--- src/rtl/i2c_pkg.sv ---
// Shared types and bus constants for the synchronous I2C register slave.
package i2c_pkg;

  typedef enum logic [3:0] {
    IDLE,
    ADDR,
    ADDR_ACK,
    WR_PTR,
    PTR_ACK,
    WR_DATA,
    WR_ACK,
    RD_LOAD,
    RD_DATA,
    RD_ACK,
    IGNORE
  } state_t;

  localparam logic ACK      = 1'b0;
  localparam logic NACK     = 1'b1;
  localparam logic RW_WRITE = 1'b0;
  localparam logic RW_READ  = 1'b1;

endpackage

--- src/rtl/i2c_bus_sync.sv ---
// SCL/SDA synchroniser with edge detection and START/STOP condition detection.
module i2c_bus_sync #(
  parameter int unsigned SYNC_STAGES = 2
) (
  input  logic clk,
  input  logic rst,
  input  logic scl_in,
  input  logic sda_in,
  output logic scl_s,
  output logic sda_s,
  output logic scl_rise,
  output logic scl_fall,
  output logic start_det,
  output logic stop_det
);

  logic [SYNC_STAGES-1:0] scl_sync_q, scl_sync_d;
  logic [SYNC_STAGES-1:0] sda_sync_q, sda_sync_d;
  logic                   scl_prev_q, scl_prev_d;
  logic                   sda_prev_q, sda_prev_d;

  always_comb begin
    scl_sync_d = {scl_sync_q[SYNC_STAGES-2:0], scl_in};
    sda_sync_d = {sda_sync_q[SYNC_STAGES-2:0], sda_in};
    scl_prev_d = scl_sync_q[SYNC_STAGES-1];
    sda_prev_d = sda_sync_q[SYNC_STAGES-1];
  end

  // Reset to the idle-bus level so no edge or condition fires out of reset.
  always_ff @(posedge clk or posedge rst) begin
    if (rst) begin
      scl_sync_q <= '1;
      sda_sync_q <= '1;
      scl_prev_q <= 1'b1;
      sda_prev_q <= 1'b1;
    end else begin
      scl_sync_q <= scl_sync_d;
      sda_sync_q <= sda_sync_d;
      scl_prev_q <= scl_prev_d;
      sda_prev_q <= sda_prev_d;
    end
  end

  assign scl_s     = scl_sync_q[SYNC_STAGES-1];
  assign sda_s     = sda_sync_q[SYNC_STAGES-1];
  assign scl_rise  = scl_s & ~scl_prev_q;
  assign scl_fall  = ~scl_s & scl_prev_q;
  assign start_det = scl_s & scl_prev_q & sda_prev_q & ~sda_s;
  assign stop_det  = scl_s & scl_prev_q & ~sda_prev_q & sda_s;

endmodule

--- src/rtl/i2c_slave_regs.sv ---
// Synchronous I2C slave serving a byte-wide register bank via an auto-incrementing pointer.
// Optional clock stretching with reg_ready handshake: define I2C_CLK_STRETCH_EN.
module i2c_slave_regs
  import i2c_pkg::*;
#(
  parameter  int unsigned DEPTH       = 16,
  parameter  int unsigned SYNC_STAGES = 2,
  localparam int unsigned AW          = (DEPTH > 1) ? $clog2(DEPTH) : 1
) (
  input  logic          clk,
  input  logic          rst,
  input  logic          enable,
  input  logic [6:0]    s_addr,
  input  logic          scl_in,
  input  logic          sda_in,
`ifdef I2C_CLK_STRETCH_EN
  input  logic          reg_ready,
`endif
  output logic          scl_oe,
  output logic          sda_oe,
  output logic [AW-1:0] reg_addr,
  output logic [7:0]    reg_wdata,
  output logic          reg_we,
  output logic          reg_re,
  input  logic [7:0]    reg_rdata,
  output logic          busy,
  output logic          stop_evt
);

  logic scl_s, sda_s, scl_rise, scl_fall, start_det, stop_det;
  logic ready;

`ifdef I2C_CLK_STRETCH_EN
  assign ready = reg_ready;
`else
  assign ready = 1'b1;
`endif

  i2c_bus_sync #(
    .SYNC_STAGES(SYNC_STAGES)
  ) u_sync (
    .clk      (clk),
    .rst      (rst),
    .scl_in   (scl_in),
    .sda_in   (sda_in),
    .scl_s    (scl_s),
    .sda_s    (sda_s),
    .scl_rise (scl_rise),
    .scl_fall (scl_fall),
    .start_det(start_det),
    .stop_det (stop_det)
  );

  state_t          state_q, state_d;
  logic            phase_q, phase_d;
  logic [2:0]      cnt_q, cnt_d;
  logic [7:0]      shift_q, shift_d;
  logic [AW-1:0]   ptr_q, ptr_d;
  logic            sda_oe_q, sda_oe_d;
  logic            scl_oe_q, scl_oe_d;
  logic [AW-1:0]   reg_addr_q, reg_addr_d;
  logic [7:0]      reg_wdata_q, reg_wdata_d;
  logic            reg_we_q, reg_we_d;
  logic            reg_re_q, reg_re_d;
  logic            busy_q, busy_d;
  logic            stop_evt_q, stop_evt_d;
  logic [7:0]      shift_in;

  assign shift_in = {shift_q[6:0], sda_s};

  always_comb begin
    state_d     = state_q;
    phase_d     = phase_q;
    cnt_d       = cnt_q;
    shift_d     = shift_q;
    ptr_d       = ptr_q;
    sda_oe_d    = sda_oe_q;
    scl_oe_d    = scl_oe_q & ~ready;
    reg_addr_d  = reg_addr_q;
    reg_wdata_d = reg_wdata_q;
    reg_we_d    = 1'b0;
    reg_re_d    = 1'b0;
    busy_d      = busy_q;
    stop_evt_d  = 1'b0;

    if (stop_det) begin
      state_d    = IDLE;
      phase_d    = 1'b0;
      cnt_d      = 3'd7;
      sda_oe_d   = 1'b0;
      scl_oe_d   = 1'b0;
      busy_d     = 1'b0;
      stop_evt_d = busy_q;
    end else if (start_det) begin
      state_d  = ADDR;
      phase_d  = 1'b0;
      cnt_d    = 3'd7;
      sda_oe_d = 1'b0;
      scl_oe_d = 1'b0;
    end else begin
      unique case (state_q)
        ADDR: if (scl_rise) begin
          shift_d = shift_in;
          if (cnt_q == 3'd0) begin
            cnt_d = 3'd7;
            if (enable && shift_in[7:1] == s_addr) begin
              state_d = ADDR_ACK;
              busy_d  = 1'b1;
            end else begin
              state_d = IGNORE;
              busy_d  = 1'b0;
            end
          end else begin
            cnt_d = cnt_q - 3'd1;
          end
        end

        // phase 0 waits for the fall that opens the ACK slot, phase 1 closes it.
        // Reads leave on the rise inside the slot so the first data byte is loaded in time.
        ADDR_ACK: begin
          if (!phase_q) begin
            if (scl_fall) begin
              sda_oe_d = 1'b1;
              scl_oe_d = ~ready;
              phase_d  = 1'b1;
            end
          end else if (shift_q[0] == RW_READ) begin
            if (scl_rise) begin
              state_d = RD_LOAD;
              phase_d = 1'b0;
            end
          end else if (scl_fall) begin
            sda_oe_d = 1'b0;
            phase_d  = 1'b0;
            state_d  = WR_PTR;
          end
        end

        WR_PTR, WR_DATA: if (scl_rise) begin
          shift_d = shift_in;
          if (cnt_q == 3'd0) begin
            cnt_d = 3'd7;
            if (!enable) begin
              state_d = IGNORE;
              busy_d  = 1'b0;
            end else if (state_q == WR_PTR) begin
              ptr_d   = shift_in[AW-1:0];
              state_d = PTR_ACK;
            end else begin
              reg_we_d    = 1'b1;
              reg_addr_d  = ptr_q;
              reg_wdata_d = shift_in;
              state_d     = WR_ACK;
            end
          end else begin
            cnt_d = cnt_q - 3'd1;
          end
        end

        PTR_ACK, WR_ACK: if (scl_fall) begin
          if (!phase_q) begin
            sda_oe_d = 1'b1;
            scl_oe_d = ~ready;
            phase_d  = 1'b1;
          end else begin
            sda_oe_d = 1'b0;
            phase_d  = 1'b0;
            state_d  = WR_DATA;
            if (state_q == WR_ACK) ptr_d = ptr_q + AW'(1);
          end
        end

        RD_LOAD: begin
          if (!phase_q) begin
            reg_re_d   = 1'b1;
            reg_addr_d = ptr_q;
            phase_d    = 1'b1;
          end else if (ready) begin
            shift_d  = reg_rdata;
            state_d  = RD_DATA;
            phase_d  = 1'b0;
            scl_oe_d = 1'b0;
            // If SCL already fell while waiting, bit 7 is due now rather than on the next fall.
            if (!scl_s) begin
              sda_oe_d = ~reg_rdata[7];
              cnt_d    = 3'd6;
            end else begin
              cnt_d = 3'd7;
            end
          end else begin
            scl_oe_d = ~scl_s;
          end
        end

        RD_DATA: if (scl_fall) begin
          if (!phase_q) begin
            sda_oe_d = ~shift_q[cnt_q];
            if (cnt_q == 3'd0) phase_d = 1'b1;
            else               cnt_d   = cnt_q - 3'd1;
          end else begin
            sda_oe_d = 1'b0;
            scl_oe_d = ~ready;
            phase_d  = 1'b0;
            cnt_d    = 3'd7;
            state_d  = RD_ACK;
          end
        end

        RD_ACK: if (scl_rise) begin
          if (sda_s == ACK && enable) begin
            ptr_d   = ptr_q + AW'(1);
            state_d = RD_LOAD;
            phase_d = 1'b0;
          end else begin
            state_d = IGNORE;
            busy_d  = 1'b0;
          end
        end

        default: ;
      endcase
    end
  end

  always_ff @(posedge clk or posedge rst) begin
    if (rst) begin
      state_q     <= IDLE;
      phase_q     <= 1'b0;
      cnt_q       <= 3'd7;
      shift_q     <= '0;
      ptr_q       <= '0;
      sda_oe_q    <= 1'b0;
      scl_oe_q    <= 1'b0;
      reg_addr_q  <= '0;
      reg_wdata_q <= '0;
      reg_we_q    <= 1'b0;
      reg_re_q    <= 1'b0;
      busy_q      <= 1'b0;
      stop_evt_q  <= 1'b0;
    end else begin
      state_q     <= state_d;
      phase_q     <= phase_d;
      cnt_q       <= cnt_d;
      shift_q     <= shift_d;
      ptr_q       <= ptr_d;
      sda_oe_q    <= sda_oe_d;
      scl_oe_q    <= scl_oe_d;
      reg_addr_q  <= reg_addr_d;
      reg_wdata_q <= reg_wdata_d;
      reg_we_q    <= reg_we_d;
      reg_re_q    <= reg_re_d;
      busy_q      <= busy_d;
      stop_evt_q  <= stop_evt_d;
    end
  end

  assign scl_oe    = scl_oe_q;
  assign sda_oe    = sda_oe_q;
  assign reg_addr  = reg_addr_q;
  assign reg_wdata = reg_wdata_q;
  assign reg_we    = reg_we_q;
  assign reg_re    = reg_re_q;
  assign busy      = busy_q;
  assign stop_evt  = stop_evt_q;

endmodule

--- config.mk ---
export PLATFORM = sky130hd
export DESIGN_NAME = i2c_slave_regs
export DESIGN_NICKNAME = d
export VERILOG_FILES = /design/src/rtl/i2c_pkg.sv /design/src/rtl/i2c_bus_sync.sv /design/src/rtl/i2c_slave_regs.sv
export SDC_FILE = /design/constraint.sdc
export NUM_CORES = 1
export LEC_CHECK = 0
export BUFFER_PORTS_ARGS = -buffer_cell sky130_fd_sc_hd__buf_2
export CORE_ASPECT_RATIO = 0.8
export CORE_MARGIN = 5
export CORE_UTILIZATION = 58
export CTS_CLUSTER_SIZE = 30
export DETAILED_ROUTE_END_ITERATION = 10
export PLACE_DENSITY = 0.8
export SETUP_SLACK_MARGIN = 0.2
export SLEW_MARGIN = 20
export SYNTH_ARGS = -nofsm -noshare
export SYNTH_HDL_FRONTEND = slang
export SYNTH_SLANG_ARGS = --single-unit
--- constraint.sdc ---
create_clock -name clk -period 2.5 [get_ports clk]
set_input_delay 0.375 -clock clk [delete_from_list [all_inputs] [get_ports clk]]
set_output_delay 0.375 -clock clk [all_outputs]
set_load 0.005 [all_outputs]
Word-level counts from Yosys, hierarchy flattened
Cells that the tools add are included.

Magnitude comparators: 1. Add/sub/neg operators: 2. Eq/ne operators: 50. Reductions and logical operators: 23. Multiplexer cells: 100. Bitwise logic cells: 16.

Operators with widths (count): two-way mux 4 bit (33); inequality test 4 bit, second input constant (13); two-way mux 1 bit (47); one-hot mux 4 bit (7 select lines) (1); inequality test 5 bit, second input constant (5); two-way mux 3 bit (8); inequality test 2 bit, second input constant (12); inequality test 3 bit, second input constant (7); == test 4 x 3 -> 1 bit, second input constant (4); two-way mux 8 bit (2); one-hot mux 8 bit (2 select lines) (1); AND reduction 8 bit (2); AND reduction 5 bit (3); AND reduction 14 bit (1); one-hot mux 4 bit (3 select lines) (1); AND reduction 12 bit (1); NOT 1 bit (9); one-hot mux 3 bit (3 select lines) (1); AND reduction 9 bit (1); nonzero test 9 bit (1); == test 4 x 2 -> 1 bit, second input constant (2); == test 4 bit, second input constant (2); one-hot mux 4 bit (2 select lines) (1); bitwise AND 1 bit (7); 23 further kinds (27).

Bits in registers: 43. Word-level logic and storage cells: 208.

Logic depth before layout (Yosys ltp)
Word-level depth: 8. Mapped depth: 9. Gate-level depth less buffers: 7.

By module
A second synthesis with hierarchy kept.

Cell total of the unflattened synthesis: 279. Area, all modules: 2670.1 um2.

Modules (own cells, without submodules): i2c_slave_regs (area each 2476.1 um2, times used 1, cells an instance 268); i2c_bus_sync (area each 193.9 um2, times used 1, cells an instance 11).

Least setup slack after synthesis
OpenSTA, ideal clock, no wires.

Kind: flip-flop to flip-flop. Start point: register cnt_q[0]. End point: register cnt_q[2]. Stages on the path, launching flop included: 7. Arrival: 1.887 ns. Library setup time: 0.077 ns. Path buffers: 0. Setup slack: 0.537 ns. Clock period less this slack: 1.963 ns. Cell sequence: dfstp_2 inv_1 ha_1 and2b_2 or3_1 a211o_1 a21o_1.

Word-level cells in the longest chain between the ends: 7. Elaborated cells between the ends (all ways): 12. Classes of those cells: add/sub: 1; eq/ne: 1; mux: 8; reduce/logical: 2.

RTL lines: start, declared (line i2c_slave_regs.sv:56) `logic [2:0] cnt_q, cnt_d;`; start signal, assigned (line i2c_slave_regs.sv:243) `cnt_q <= cnt_d;`; subtractor 3 x 1 -> 3 bit (line i2c_slave_regs.sv:114, i2c_slave_regs.sv:156, i2c_slave_regs.sv:199); two-way mux 3 bit (line i2c_slave_regs.sv:198) `if (cnt_q == 3'd0) phase_d = 1'b1;`; two-way mux 3 bit (line i2c_slave_regs.sv:196) `if (!phase_q) begin`; two-way mux 3 bit (line i2c_slave_regs.sv:195) `RD_DATA: if (scl_fall) begin`; one-hot mux 3 bit (3 select lines) (line i2c_slave_regs.sv:101) `unique case (state_q)`; two-way mux 3 bit (line i2c_slave_regs.sv:94) `end else if (start_det) begin`; two-way mux 3 bit (line i2c_slave_regs.sv:86) `if (stop_det) begin`.

Several ways; a longest one is shown, not always the timed one. The select of a mux whose other input is x is not followed. A chain may end at the register's enable or synchronous reset.

Worst setup path in the final report
Start point: register state_q[1]. End point: register state_q[2].

Word-level cells in the longest chain between the ends: 5. Elaborated cells between the ends (all ways): 29. Classes of those cells: eq/ne: 22; mux: 3; reduce/logical: 4.

RTL lines: start, declared (line i2c_slave_regs.sv:54) `state_t state_q, state_d;`; start signal, assigned (line i2c_slave_regs.sv:241) `state_q <= state_d;`; == test 4 x 3 -> 1 bit or == test 4 x 2 -> 1 bit (tied branches) (line i2c_slave_regs.sv:101); OR reduction 2 bit (line i2c_slave_regs.sv:101); one-hot mux 4 bit (7 select lines) (line i2c_slave_regs.sv:101); two-way mux 4 bit (line i2c_slave_regs.sv:94); two-way mux 4 bit (line i2c_slave_regs.sv:86).

Several ways; a longest one is shown, not always the timed one.

==> flow_summary.json <==
{
  "timing.final.ws_setup_ns": 0.3365,
  "multiInputGateArea_um2": 1685,
  "synth-edff-count": 0,
  "drt_iter0_markers": 298,
  "cp_max_fo": 20,
  "diodes": 0,
  "worst_ep_required_time_ns": 2.69,
  "cts_tree": "done",
  "fp.dieW_um": 89.89,
  "io_buffers": 36,
  "switching_share_pct": 43.70,
  "cp.arrival_ns": 2.36,
  "drc": 0,
  "cts.reportedPaths.clkPinSlew_ns": 0.08,
  "ff_latch_area_um2": 1090,
  "ctsRootBufferMaster": "clkbuf_8",
  "placed_cell_area_um2": 3164,
  "clock_latency_ns": 0.30,
  "fin_skew_ns": 0.005817,
  "critPathSlowestCell": "dfrtp_1",
  "ys_warn_count": 0,
  "pwr-share-clk_pct": 13.4,
  "fin_tns_setup_ns": 0,
  "wirelength_um": 7201,
  "nNetsFinal": 368,
  "avgRoutedWirePerCell_um": 17.65,
  "core_um2": 4979,
  "syn2layout_area_growth_pct": 10.10,
  "synth_cell_type_count": 78,
  "grt_usage_pct": 22.97,
  "p_switching_uw": 1421,
  "pre_cts_slack_ns": 0.3140,
  "postCtsHoldBufs": 0,
  "path_class": "register to register",
  "crit_path_end_kind": "register",
  "vias_per_cell": 6.355,
  "clock_path_buffers": 2,
  "seq_area_frac_synth_pct": 36.71,
  "htree_levels": 2,
  "vias": 2593,
  "drv_cap": 0,
  "fp.dieH_um": 73.92,
  "seqPwrFrac_pct": 38.6,
  "final_hold_viol_count": 0,
  "p_int_uw": 1831,
  "critPathBufInv": 0,
  "min_path_type": "input port to register",
  "cts_buffers": 5,
  "p_leak_uw": 0.001453,
  "cts_num_sinks": 43,
  "antenna_found_initial": 0,
  "fin_crit_ns": 2.163,
  "cp_top_family": "flip-flops",
  "finalMaxSlewViolations": 0,
  "overflow": 0,
  "rsz0062_at_grt": "false",
  "first_pass_iters": 5,
  "die-area_um2": 6644,
  "timing.final.crit_share_pct": 86.54,
  "io_pins": 38,
  "max_stage_delay_ns": 0.77,
  "power_uw": 3253,
  "async_flop_share_pct": 100.0,
  "netlist_area_um2": 2962,
  "final_common_cell": "buf_2",
  "hold_ws_ns": 0.1674,
  "synthFlopType": "dfrtp_1",
  "final_cell_mix": "buf_2 (36), dfrtp_1 (32), nand2_1 (31), a21oi_1 (23), nor2_1 (20)",
  "grt_pass1_vias": 2475,
  "status": "finished, final reports clean",
  "ant_nets": 0,
  "crit_chain": "or3b_1, o32ai_2, a31oi_2, nand3b_1, a32o_1",
  "synthCells": 312,
  "dp_hpwl_um": 5250,
  "yosys_register_bits": 43,
  "start_util_pct": 59.49,
  "peakVddDrop_v": 0.0006094,
  "worst_slew_pin_slew_ns": 0.6625,
  "nFillCells": 408,
  "drive_above_1_share_pct": 28.90,
  "rows": 23,
  "cp-start-kind": "register",
  "p_comb_share_pct": 48.0,
  "grt_first_pass_wirelength_um": 12270,
  "p_per_area_nw_per_um2": 997.5,
  "syn_area_per_cell_um2": 9.492,
  "setup_viol": 0,
  "final_area_um2": 3261,
  "synthesis.nets": 335,
  "fmaxAchievable_ghz": 0.4622,
  "grt_max_degree": 44,
  "place.gp.congestion": 0.9526,
  "slew_headroom_pct": 55.83
}
==> flip-flops by register name (all words and copies together) (netlist names) <==
signal	flops
ptr_q	4
u_sync.sda_sync_q	2
u_sync.scl_sync_q	2
busy	1
sda_oe	1
reg_wdata	8
u_sync.scl_prev_q	1
cnt_q	3
stop_evt	1
phase_q	1
shift_q	8
reg_we	1
reg_re	1
u_sync.sda_prev_q	1
state_q	4
reg_addr	4
==> per-layer routing <==
metal  vias to the layer above  wire, µm  GRT usage [%]
met5                         -         0              0
met4                         0       116          8.595
met3                        12       556          4.401
met2                       121      3301          36.77
met1                      1259      3226          31.42
li1                       1201         -              -
==> logic make-up after synthesis <==
kind of cell	Yosys count	share of synthesized area [%]
buf+inv	34	6.675
other cells	1	0.1266
fa+ha+maj	3	1.268
compound gates	90	22.01
simple gates	112	21.42
flops	43	36.71
mux	20	9.126
xor+xnor	9	2.662
==> metrics by stage <==
step	std cells	util [%]
3_3_place_gp	400	63.56
3_5_place_dp	400	63.56
5_1_grt	408	65.49
4_1_cts	408	65.27
6_report	408	65.49
2_1_floorplan	312	-
==> path summary, 6_finish.rpt <==
| path | startpoint | end | slack, ns | cells after the start |
|---|---|---|---|---|
| setup / recovery | state_q[1]$_DFFE_PP0P_ | state_q[2]$_DFFE_PP0P_ | 0.34 | 5 |
| hold / removal | sda_in | u_sync.sda_sync_q[0]$_DFF_PP1_ | 0.17 | 1 |
| setup reg to reg | state_q[1]$_DFFE_PP0P_ | state_q[2]$_DFFE_PP0P_ | 0.34 | 5 |
| hold reg to reg | u_sync.scl_sync_q[0]$_DFF_PP1_ | u_sync.scl_sync_q[1]$_DFF_PP1_ | 0.36 | 0 |
| max in group asynchronous | rst | state_q[0]$_DFFE_PP0P_ | 1.92 | 3 |
| min in group asynchronous | rst | reg_addr[3]$_DFFE_PP0P_ | 0.19 | 3 |
==> repair_timing <==
| item | CTS | global route |
|---|---|---|
| buffers inserted | 0 | 0 |
| gates resized for setup | 0 | 3 |
| setup endpoints to repair | 0 | 4 |
==> power by group through the flow <==
stage | Combinational, µW | Sequential, µW | Clock [µW]
final | 1560 | 1250 | 436
after global routing | 1740 | 1290 | 491
after global placement | 1490 | 1250 | 0
after CTS | 1530 | 1240 | 453
after detailed placement | 1520 | 1250 | 0
after floorplan | 1370 | 1040 | 0
==> cells in the mapped netlist, drive strengths merged, types with 2 or more instances <==
cell	number	share of area (%)
a31o	2	0.59
and2b	2	0.55
nor3b	4	1.2
o21ai	17	2.9
nand3	11	2.3
nand4	4	0.84
nand3b	3	0.76
o2bb2ai	2	0.59
nand2	32	4.1
inv	10	1.3
o22ai	2	0.42
and2	2	0.51
xnor2	9	2.7
nor2	21	2.7
a21o	3	0.76
or3b	3	0.89
o211ai	3	0.76
or2	2	0.42
dfstp	9	8.0
a21oi	24	4.2
nand2b	7	1.6
a31oi	10	2.3
mux2	12	5.6
dfrtp	34	29
clkbuf	2	0.25
o21bai	2	0.51
o21a	2	0.51
o221ai	2	0.59
nand4bb	2	0.76
a221oi	2	0.80
nor2b	5	1.1
a211oi	4	1.6
nor3	7	1.2
buf	22	5.2
ha	3	1.3
a211o	2	0.59
a22oi	2	0.68
mux4	2	1.5
mux2i	6	2.0
==> final cells by class <==
type	count	area share, %
Multi-Input combinational cell	235	51.69
Tap cell	62	2.379
Sequential cell	43	33.42
Clock buffer	6	2.226
Timing Repair Buffer	50	8.749
Inverter	10	1.151
Clock inverter	2	0.3837
Note: power is estimated with default switching activity, not from simulation.
